File: src/rtl/hazard_if.sv
// Handshake bundle between the RISC-V datapath and hazard_ctrl.
// The datapath side uses modport master, the hazard controller uses modport slave.
interface hazard_if #(
   parameter int REG_AW = 5,
   parameter int CNT_W  = 32
);
   logic [REG_AW-1:0] Rs1D, Rs2D, Rs1E, Rs2E, RdE, RdM, RdW;
   logic              PCSrcE, ResultSrcEb0, RegWriteM, RegWriteW;
   logic              MdStartE, DmemReqM, DmemReadyM;
   logic [1:0]        ForwardAE, ForwardBE;
   logic              StallF, StallD, StallE, StallM;
   logic              FlushD, FlushE, FlushM, FlushW;
   logic              MdBusy, MemErr;
   logic [CNT_W-1:0]  PerfStallCnt, PerfFlushCnt;

   modport master (
      output Rs1D, Rs2D, Rs1E, Rs2E, RdE, RdM, RdW,
      output PCSrcE, ResultSrcEb0, RegWriteM, RegWriteW,
      output MdStartE, DmemReqM, DmemReadyM,
      input  ForwardAE, ForwardBE, StallF, StallD, StallE, StallM,
      input  FlushD, FlushE, FlushM, FlushW, MdBusy, MemErr,
      input  PerfStallCnt, PerfFlushCnt
   );

   modport slave (
      input  Rs1D, Rs2D, Rs1E, Rs2E, RdE, RdM, RdW,
      input  PCSrcE, ResultSrcEb0, RegWriteM, RegWriteW,
      input  MdStartE, DmemReqM, DmemReadyM,
      output ForwardAE, ForwardBE, StallF, StallD, StallE, StallM,
      output FlushD, FlushE, FlushM, FlushW, MdBusy, MemErr,
      output PerfStallCnt, PerfFlushCnt
   );
endinterface

File: src/rtl/hazard_ctrl.sv
// Hazard controller for the 5-stage RISC-V pipeline: forwarding, load-use, branch flush,
// MUL/DIV freeze and memory wait/timeout. Define HAZARD_PERF_CNT_EN to build the perf counters.
module hazard_ctrl #(
   parameter int REG_AW      = 5,
   parameter int MD_LATENCY  = 4,
   parameter int MEM_TIMEOUT = 255,
   parameter int CNT_W       = 32
) (
   input logic   clk,
   input logic   rst_n,
   hazard_if.slave hz
);
   localparam int MD_CW = (MD_LATENCY > 1) ? $clog2(MD_LATENCY) : 1;
   localparam int WT_CW = $clog2(MEM_TIMEOUT + 1);

   localparam logic [0:0] IDLE    = 1'b0;
   localparam logic [0:0] MD_BUSY = 1'b1;

   logic [0:0]       state;
   logic [MD_CW-1:0] md_cnt;
   logic [WT_CW-1:0] wait_cnt;
   logic             mem_err;
   logic             mem_wait, md_start, md_stall, lw_stall, br_fire;

   function automatic logic [1:0] fwd_sel(input logic [REG_AW-1:0] rs);
      if (rs == '0)                            return 2'b00;
      else if (hz.RegWriteM && rs == hz.RdM)   return 2'b10;
      else if (hz.RegWriteW && rs == hz.RdW)   return 2'b01;
      else                                     return 2'b00;
   endfunction

   assign mem_wait = hz.DmemReqM & ~hz.DmemReadyM;
   assign md_start = (MD_LATENCY > 1) && hz.MdStartE && (state == IDLE);
   assign md_stall = md_start || (state == MD_BUSY && md_cnt != '0);
   assign lw_stall = (state == IDLE) && hz.ResultSrcEb0 && (hz.RdE != '0) &&
                     (hz.Rs1D == hz.RdE || hz.Rs2D == hz.RdE);
   // StallE is low whenever neither memWait nor an MD stall holds E
   assign br_fire  = hz.PCSrcE && !mem_wait && !md_stall;

   assign hz.ForwardAE = rst_n ? fwd_sel(hz.Rs1E) : 2'b00;
   assign hz.ForwardBE = rst_n ? fwd_sel(hz.Rs2E) : 2'b00;
   assign hz.MdBusy    = rst_n && (state == MD_BUSY);
   assign hz.MemErr    = rst_n && mem_err;

   always_comb begin
      hz.StallF = 1'b0;
      hz.StallD = 1'b0;
      hz.StallE = 1'b0;
      hz.StallM = 1'b0;
      hz.FlushD = 1'b0;
      hz.FlushE = 1'b0;
      hz.FlushM = 1'b0;
      hz.FlushW = 1'b0;
      if (!rst_n) begin
         hz.FlushD = 1'b1;
         hz.FlushE = 1'b1;
         hz.FlushM = 1'b1;
         hz.FlushW = 1'b1;
      end else if (mem_wait) begin
         hz.StallF = 1'b1;
         hz.StallD = 1'b1;
         hz.StallE = 1'b1;
         hz.StallM = 1'b1;
         hz.FlushW = 1'b1;
      end else if (md_stall) begin
         hz.StallF = 1'b1;
         hz.StallD = 1'b1;
         hz.StallE = 1'b1;
         hz.FlushM = 1'b1;
      end else begin
         hz.StallF = lw_stall;
         hz.StallD = lw_stall;
         hz.FlushD = br_fire;
         hz.FlushE = lw_stall | br_fire;
      end
   end

   always_ff @(posedge clk) begin
      if (!rst_n) begin
         state    <= IDLE;
         md_cnt   <= '0;
         wait_cnt <= '0;
         mem_err  <= 1'b0;
      end else begin
         if (state == IDLE) begin
            if (md_start) begin
               md_cnt <= MD_CW'(MD_LATENCY - 2);
               state  <= MD_BUSY;
            end
         end else if (md_cnt != '0) begin
            md_cnt <= md_cnt - MD_CW'(1);
         end else if (!mem_wait) begin
            state <= IDLE;
         end
         // The error fires on the edge that completes the MEM_TIMEOUT-th wait cycle
         if (mem_wait) begin
            if (wait_cnt != WT_CW'(MEM_TIMEOUT)) wait_cnt <= wait_cnt + WT_CW'(1);
            if (wait_cnt >= WT_CW'(MEM_TIMEOUT - 1)) mem_err <= 1'b1;
         end else begin
            wait_cnt <= '0;
         end
      end
   end

`ifdef HAZARD_PERF_CNT_EN
   logic [CNT_W-1:0] perf_stall, perf_flush;

   always_ff @(posedge clk) begin
      if (!rst_n) begin
         perf_stall <= '0;
         perf_flush <= '0;
      end else begin
         if (hz.StallF && perf_stall != '1) perf_stall <= perf_stall + CNT_W'(1);
         if (br_fire && perf_flush != '1)   perf_flush <= perf_flush + CNT_W'(1);
      end
   end

   assign hz.PerfStallCnt = rst_n ? perf_stall : '0;
   assign hz.PerfFlushCnt = rst_n ? perf_flush : '0;
`else
   assign hz.PerfStallCnt = '0;
   assign hz.PerfFlushCnt = '0;
`endif
endmodule
File: src/flat_wrapper.sv
// flat-port wrapper written by rule: the top's interface ports become plain ports
module hazard_ctrl_flat 
#(
   parameter int REG_AW      = 5,
   parameter int MD_LATENCY  = 4,
   parameter int MEM_TIMEOUT = 255,
   parameter int CNT_W       = 32
)
  (clk, rst_n, hz_Rs1D, hz_Rs2D, hz_Rs1E, hz_Rs2E, hz_RdE, hz_RdM, hz_RdW, hz_PCSrcE, hz_ResultSrcEb0, hz_RegWriteM, hz_RegWriteW, hz_MdStartE, hz_DmemReqM, hz_DmemReadyM, hz_ForwardAE, hz_ForwardBE, hz_StallF, hz_StallD, hz_StallE, hz_StallM, hz_FlushD, hz_FlushE, hz_FlushM, hz_FlushW, hz_MdBusy, hz_MemErr, hz_PerfStallCnt, hz_PerfFlushCnt);
  hazard_if #(.REG_AW(REG_AW), .CNT_W(CNT_W)) hz_i ();
  input logic clk;
  input logic rst_n;
  input wire logic [$bits(hz_i.Rs1D)-1:0] hz_Rs1D;
  input wire logic [$bits(hz_i.Rs2D)-1:0] hz_Rs2D;
  input wire logic [$bits(hz_i.Rs1E)-1:0] hz_Rs1E;
  input wire logic [$bits(hz_i.Rs2E)-1:0] hz_Rs2E;
  input wire logic [$bits(hz_i.RdE)-1:0] hz_RdE;
  input wire logic [$bits(hz_i.RdM)-1:0] hz_RdM;
  input wire logic [$bits(hz_i.RdW)-1:0] hz_RdW;
  input wire logic [$bits(hz_i.PCSrcE)-1:0] hz_PCSrcE;
  input wire logic [$bits(hz_i.ResultSrcEb0)-1:0] hz_ResultSrcEb0;
  input wire logic [$bits(hz_i.RegWriteM)-1:0] hz_RegWriteM;
  input wire logic [$bits(hz_i.RegWriteW)-1:0] hz_RegWriteW;
  input wire logic [$bits(hz_i.MdStartE)-1:0] hz_MdStartE;
  input wire logic [$bits(hz_i.DmemReqM)-1:0] hz_DmemReqM;
  input wire logic [$bits(hz_i.DmemReadyM)-1:0] hz_DmemReadyM;
  output wire logic [$bits(hz_i.ForwardAE)-1:0] hz_ForwardAE;
  output wire logic [$bits(hz_i.ForwardBE)-1:0] hz_ForwardBE;
  output wire logic [$bits(hz_i.StallF)-1:0] hz_StallF;
  output wire logic [$bits(hz_i.StallD)-1:0] hz_StallD;
  output wire logic [$bits(hz_i.StallE)-1:0] hz_StallE;
  output wire logic [$bits(hz_i.StallM)-1:0] hz_StallM;
  output wire logic [$bits(hz_i.FlushD)-1:0] hz_FlushD;
  output wire logic [$bits(hz_i.FlushE)-1:0] hz_FlushE;
  output wire logic [$bits(hz_i.FlushM)-1:0] hz_FlushM;
  output wire logic [$bits(hz_i.FlushW)-1:0] hz_FlushW;
  output wire logic [$bits(hz_i.MdBusy)-1:0] hz_MdBusy;
  output wire logic [$bits(hz_i.MemErr)-1:0] hz_MemErr;
  output wire logic [$bits(hz_i.PerfStallCnt)-1:0] hz_PerfStallCnt;
  output wire logic [$bits(hz_i.PerfFlushCnt)-1:0] hz_PerfFlushCnt;
  assign hz_i.Rs1D = hz_Rs1D;
  assign hz_i.Rs2D = hz_Rs2D;
  assign hz_i.Rs1E = hz_Rs1E;
  assign hz_i.Rs2E = hz_Rs2E;
  assign hz_i.RdE = hz_RdE;
  assign hz_i.RdM = hz_RdM;
  assign hz_i.RdW = hz_RdW;
  assign hz_i.PCSrcE = hz_PCSrcE;
  assign hz_i.ResultSrcEb0 = hz_ResultSrcEb0;
  assign hz_i.RegWriteM = hz_RegWriteM;
  assign hz_i.RegWriteW = hz_RegWriteW;
  assign hz_i.MdStartE = hz_MdStartE;
  assign hz_i.DmemReqM = hz_DmemReqM;
  assign hz_i.DmemReadyM = hz_DmemReadyM;
  assign hz_ForwardAE = hz_i.ForwardAE;
  assign hz_ForwardBE = hz_i.ForwardBE;
  assign hz_StallF = hz_i.StallF;
  assign hz_StallD = hz_i.StallD;
  assign hz_StallE = hz_i.StallE;
  assign hz_StallM = hz_i.StallM;
  assign hz_FlushD = hz_i.FlushD;
  assign hz_FlushE = hz_i.FlushE;
  assign hz_FlushM = hz_i.FlushM;
  assign hz_FlushW = hz_i.FlushW;
  assign hz_MdBusy = hz_i.MdBusy;
  assign hz_MemErr = hz_i.MemErr;
  assign hz_PerfStallCnt = hz_i.PerfStallCnt;
  assign hz_PerfFlushCnt = hz_i.PerfFlushCnt;
  hazard_ctrl #(.REG_AW(REG_AW), .MD_LATENCY(MD_LATENCY), .MEM_TIMEOUT(MEM_TIMEOUT), .CNT_W(CNT_W)) u_core (.clk(clk), .rst_n(rst_n), .hz(hz_i));
endmodule
File: config.mk
export PLATFORM = sky130hd
export DESIGN_NAME = hazard_ctrl_flat
export DESIGN_NICKNAME = d
export VERILOG_FILES = /design/src/rtl/hazard_if.sv /design/src/rtl/hazard_ctrl.sv /design/src/flat_wrapper.sv
export SDC_FILE = /design/constraint.sdc
export NUM_CORES = 1
export LEC_CHECK = 0
export CORE_ASPECT_RATIO = 1.75
export CORE_MARGIN = 8
export CORE_UTILIZATION = 31
export DETAILED_ROUTE_END_ITERATION = 10
export PLACE_DENSITY = 0.82
export SLEW_MARGIN = 30
export SYNTH_ARGS = -nofsm -noshare
export SYNTH_HDL_FRONTEND = slang
export SYNTH_SLANG_ARGS = --single-unit
File: constraint.sdc
create_clock -name clk -period 1.34 [get_ports clk]
set_input_delay 0.268 -clock clk [delete_from_list [all_inputs] [get_ports clk]]
set_output_delay 0.268 -clock clk [all_outputs]
set_load 0.1 [all_outputs]
==> out/results.ini, run 1 <==
[grt]
antenna_found_initial=0
overflow=0
grt_max_degree=8
grt_pass1_wl_um=7820
grt_pass1_vias=1707
grt_usage=0.122

[synth]
synth_flop_cell=dfxtp_1
synth_cells=196
synth-edff-count=0
ys_ff_latch=12
synth_top_area_cell=buf_4
ys_types=39
synth_area_sq_um=1560
async_flop_share=0
yosys_warnings=0
seq_area_frac_synth=0.154
synth_top_area_frac=0.312
syn_avg_cell_area_sq_um=7.97
synthTopCellsByArea=buf_4 (31%), dfxtp_1 (15%), xor2_1 (11%), xnor2_1 (6.7%), ha_1 (2.4%)

[layout]
area_delta_synth_final_pct=69.3
fillers=452
multi_input_area_sq_um=1240
diodes=0
final_nets=336
drive_gt1_frac=0.410
fin_util=0.536
final-seq-area_sq_um=241

[sta]
fin_crit_sh=1.38
setup_viol=13
fin_ws_ns=-0.507
drv_slew=0
rsz0062_at_grt=yes
hold_viol=0
fin_crit_ns=1.85
whs_ns=0.406
clock_skew_ns=0.00112
fmax_mhz=541

[floorplan]
fp.dieW_um=69.7
pin_count=122
dieArea_sq_um=7660
start_util=0.317
rows=34
core_sq_um=4930
die_h_um=110

[cts]
clk_pin_slew_ns=0.05
clock_latency_ns=0.25
cts_tree=built
h-tree-depth=1
clock_path_buffers=2
clock_sinks=12
ctsRootBufferMaster=clkbuf_8
cts_buffers=3

[critical_path]
critPathMaxStageDelay_ns=0.33
cp_slowest_cell=dfxtp_2
reg2regPathDepth=7
cp_num_cells=8
endpoint_kind=primary output
cp_num_buf_inv=4
path_common_cell=buf_12
cp_cell_sequence=inv_2 > ha_4 > nand2_4 > a31oi_4 > buf_12 > inv_8 > o22ai_4 > buf_12
rrSetupSlack_ns=-0.04
critical_path_class=reg2out
path_max_fanout=3
regToRegStartpoint=u_core.md_cnt[0]
start_kind=register
reg2reg_to=u_core.md_cnt[0]
required_ns=1.07
worstPathArrival_ns=1.58
cp_top_family=buffers and inverters

[power_and_ir_drop]
comb_power_share=0.683
seqPwrFrac=0.152
power_density_nw_per_um2=935
switching_share=0.571
p_int_mw=1.06
ir_drop_uv=646
clkPwrFrac=0.166
switchingPower_mw=1.41
leakage_nw=1.22
power.total_mw=2.48

[drt]
drt-total-wl_um=4920
dr.pass1.iters=4
first_iter_violations=21
drc=0
detail_route.wl_per_cell_um=14.4
routed-via-count=1499
antenna_left=0
vias_per_cell=4.38

[status]
status=complete, but fails checks
violations=setup timing

[job]
maxCapViolations=0

[worst_hold_path]
whs_path_depth=4
hp-class=in2reg
min_from=hz_DmemReadyM
holdPathEnd=u_core.state

[place]
gp_congestion=0.774
place_hpwl_um=4100
port_buffers=57

-- power by group through the flow --
stage	clock network (mW)	logic, mW	registers, mW
3_5_place_dp	0	1.59	0.380
6_report	0.410	1.69	0.375
2_1_floorplan	0	1.35	0.382
4_1_cts	0.412	1.64	0.374
3_3_place_gp	0	1.58	0.380
5_1_grt	0.433	1.75	0.376
-- worst max-delay path by stage --
stage / start / to
floorplan: rst_n / hz_FlushE
global placement: rst_n / hz_FlushE
detailed placement: rst_n / hz_FlushE
CTS: u_core.md_cnt[1] / hz_FlushE
global route: u_core.md_cnt[0] / hz_FlushE
finish: u_core.md_cnt[0] / hz_FlushE
-- synthesized netlist by cell type, types with 5 or more instances --
cell type and count:
buf_4 65, nor2_1 10, and3_1 5, nor3_1 5
inv_1 5, nand2_1 8, xor2_1 20, dfxtp_1 12
xnor2_1 12
-- state kept, by name, summed over array words and instances, names as in the netlist --
signal and flops:
u_core.mem_err 1, u_core.state 1, u_core.md_cnt 2, u_core.wait_cnt 8
-- worst min-delay path: stages --
cell and delay (ns):
buf_6 0.06, nand2b_4 0.10, buf_4 0.10, a31oi_1 0.07
-- area by class of cell --
cell class	count	share of cell area
inverter	8	0.0217
multi-input combinational	172	0.468
clock buffer	4	0.0208
timing repair buffer	92	0.373
sequential	12	0.0913
tap	54	0.0255
-- repair_timing --
action	CTS	global route
gates resized for setup	164	12
setup endpoints to repair	24	13
hold endpoints to repair	0	0
hold buffers	0	0
pin swaps	32	17
buffers inserted	4	5
-- metal layers --
| layer | up-vias | routed length (um) | global-route usage |
|---|---|---|---|
| met1 | 690 | 1500 | 0.0998 |
| met4 | 0 | 77 | 0.0303 |
| li1 | 713 | - | - |
| met5 | - | 0 | 0 |
| met2 | 89 | 2780 | 0.251 |
| met3 | 7 | 551 | 0.0605 |
-- cells by family (layout without fill, tap and decap cells) --
logic type	after synthesis	after routing	share of synthesized area
XOR/XNOR	32	32	0.179
AO/OA/AOI/OAI	20	20	0.0969
buffers and inverters	75	104	0.351
other	1	64	0.00240
flip-flops	12	12	0.154
AND/OR/NAND/NOR	53	53	0.193
adder cells (fa/ha/maj)	3	3	0.0240
-- cell usage in the layout (no fill, tap or decap), types with 3 or more instances in the layout --
cell type	Yosys	routed
a21oi_1	4	3
a31oi_1	4	4
and3_1	5	3
and3_4	1	3
buf_12	0	15
buf_2	0	7
buf_4	65	28
buf_6	2	18
buf_8	0	3
clkbuf_8	0	4
conb_1	1	64
dfxtp_1	12	11
dlygate4sd2_1	0	15
inv_2	1	3
nand2_1	8	5
nand3_1	4	3
nor2_1	10	9
nor3_1	5	3
xnor2_1	12	10
xor2_1	20	18
-- through the flow --
| stage | TNS, ns | setup slack [ns] | cells | cell area [sq um] |
|---|---|---|---|---|
| 6_report | -4.22 | -0.507 | 342 | 2650 |
| 5_1_grt | -4.92 | -0.551 | 342 | 2650 |
| 4_1_cts | -4.04 | -0.530 | 338 | 2580 |
| 3_5_place_dp | -12.76 | -0.868 | 330 | 2400 |
| 3_3_place_gp | -11.97 | -0.822 | 330 | 2400 |
| 2_1_floorplan | -5.52 | -0.732 | 259 | 1940 |
Note: power is estimated with default switching activity, not from simulation.
==> run 2: changes to the inputs <==
--- a/config.mk
+++ b/config.mk
@@ -9,7 +9,7 @@
 export CORE_MARGIN = 8
 export CORE_UTILIZATION = 31
 export DETAILED_ROUTE_END_ITERATION = 10
-export PLACE_DENSITY = 0.82
+export PLACE_DENSITY = 0.83
 export SLEW_MARGIN = 30
 export SYNTH_ARGS = -nofsm -noshare
 export SYNTH_HDL_FRONTEND = slang
==> run 2 against run 1 <==
The run still ends with setup timing left. Clock skew barely moved. Cell area up 1.1%. Clock-buffer cell count did not move. Utilization up 0.61 points. Die area stayed put. Routed wire length rose by 3.3%. Setup slack about the same.
==> out/results.ini, run 2 (synthesis results as in run 1) <==
[status]
status=complete, but fails checks
violations=setup timing

[power_and_ir_drop]
ir_drop_uv=941  ; +46%
leakage_nw=1.25  ; +2.2%
power_density_nw_per_um2=930  ; -0.56%

[critical_path]
cp_num_buf_inv=2  ; -2
required_ns=1.07  ; about the same
critical_path_class=reg2out
rrSetupSlack_ns=0.07  ; +0.11 ns
start_kind=register
reg2regPathDepth=8  ; +1
path_max_fanout=3  ; unchanged
regToRegStartpoint=u_core.md_cnt[0]
cp_slowest_cell=dfxtp_2
cp_top_family=compound AO/OA/AOI/OAI gates
reg2reg_to=u_core.md_cnt[1]
critPathMaxStageDelay_ns=0.32  ; about the same
worstPathArrival_ns=1.58  ; about the same
endpoint_kind=primary output
cp_cell_sequence=inv_2 > ha_4 > nand2_4 > a31oi_4 > nand4b_1 > o22ai_4 > buf_12

[sta]
fin_ws_ns=-0.507  ; -0.0000510 ns
hold_viol=0  ; unchanged
fin_crit_sh=1.38  ; about the same
setup_viol=11  ; -2
clock_skew_ns=0.000971  ; -0.000153 ns
fin_crit_ns=1.85  ; +0.0000510 ns
fmax_mhz=541  ; about the same
drv_slew=0  ; unchanged
rsz0062_at_grt=yes

[place]
port_buffers=57  ; unchanged
place_hpwl_um=4140  ; +0.83%
place_area_sq_um=2410  ; +0.63%
gp_congestion=0.755  ; -2.5%

[worst_hold_path]
holdPathEnd=u_core.state
hp-class=in2reg
min_from=hz_DmemReadyM
whs_path_depth=4  ; unchanged

[cts]
cts_hold_buf=0  ; unchanged
cts_tree=built
h-tree-depth=1  ; unchanged
clock_latency_ns=0.25  ; about the same
clk_pin_slew_ns=0.05  ; about the same
cts_buffers=3  ; unchanged
ctsRootBufferMaster=clkbuf_8
clock_sinks=12  ; unchanged
clock_path_buffers=2  ; unchanged

[floorplan]
core_sq_um=4930  ; unchanged
dieArea_sq_um=7660  ; unchanged
pin_count=122  ; unchanged
rows=34  ; unchanged
die_h_um=110  ; unchanged
start_util=0.317  ; unchanged
fp.dieW_um=69.7  ; unchanged

[layout]
area_delta_synth_final_pct=71.3
drive_gt1_frac=0.441  ; +0.0317
diodes=0  ; unchanged
fin_util=0.542  ; +0.00609
final_common_cell=conb_1
fillers=437  ; -3.3%
final_area_sq_um=2680  ; +1.1%
final_cell_mix=conb_1 (64), buf_4 (28), xor2_1 (19), buf_6 (17), buf_12 (15)
largest_register_ffs=8  ; unchanged
final_nets=338  ; +0.60%
regMostFlops=u_core.wait_cnt
reg.largest.list=u_core.wait_cnt: 8 flops, u_core.md_cnt: 2 flops

[drt]
drc=0  ; unchanged
drt-total-wl_um=5080  ; +3.3%
wl_met3_um=658  ; +19%
routed-via-count=1551  ; +3.5%
dr.pass1.iters=4  ; unchanged
antenna_left=0  ; unchanged
wl_met2_um=2720  ; -2.3%
first_iter_violations=55  ; +160%
met1_length_um=1480  ; -1.5%
detail_route.wl_per_cell_um=14.8  ; +2.7%
vias_per_cell=4.51  ; +2.9%
routed.top_layer=met4

[grt]
overflow=0  ; unchanged
antenna_found_initial=0  ; unchanged
grt_usage=0.127  ; +0.00424
grt_max_degree=8  ; unchanged
grt_pass1_vias=1850  ; +8.4%
grt_pass1_wl_um=8180  ; +4.6%

[job]
maxCapViolations=0  ; unchanged

run 2: how the worst max path moves through the flow:
stage,depth (start not counted),start,end
3_5_place_dp,8,hz_DmemReadyM,hz_FlushE
3_3_place_gp,6,rst_n,hz_ForwardBE[0]
2_1_floorplan,8,rst_n,hz_FlushE
4_1_cts,7,u_core.md_cnt[1],hz_FlushE
5_1_grt,7,u_core.md_cnt[0],hz_FlushE
6_report,7,u_core.md_cnt[0],hz_FlushE
run 2: metrics by stage:
stage	hold WS [ns]	power [mW]	setup slack [ns]	cells	setup TNS, ns
3_5_place_dp	0.460	1.98	-0.850	332	-12.31
4_1_cts	0.411	2.44	-0.557	344	-4.54
2_1_floorplan	0.432	1.73	-0.732	259	-5.52
5_1_grt	0.422	2.57	-0.588	344	-4.67
3_3_place_gp	0.446	1.96	-0.801	332	-11.83
6_report	0.406	2.49	-0.507	344	-3.95
run 2: power breakdown:
group	switching [mW]	internal, mW	leakage, nW	total, mW
Clock	0.143	0.260	0.0288	0.404
Sequential	0.00696	0.370	0.0984	0.377
Combinational	1.27	0.440	1.12	1.71
Total	1.42	1.07	1.25	2.49
run 2: worst register-to-register path, cell delays in order, from the launching register on:
cell and delay, ns:
dfxtp_2 0.33, inv_2 0.05, ha_4 0.17, nand2_4 0.07
buf_4 0.11, buf_6 0.09, nand2_4 0.05, buf_4 0.13
a221oi_2 0.19
run 2: layout make-up:
class | count | area [sq um] | area share
timing repair buffer | 94 | 988 | 0.369
clock buffer | 4 | 55.1 | 0.0206
inverter | 8 | 57.6 | 0.0215
tap | 54 | 67.6 | 0.0252
multi-input combinational | 172 | 1260 | 0.472
sequential | 12 | 244 | 0.0912
run 2: per-layer routing:
metal	up-vias	GRT usage
met5	-	0
met4	0	0.0606
met3	14	0.0696
met2	110	0.246
met1	710	0.0992
li1	717	-
run 2: what timing repair did:
action,4_1_cts,5_1_grt
pin swaps,34,22
setup buffers,9,4
endpoints found under the hold margin,0,0
endpoints found under the setup margin,22,16
resized for setup,162,29
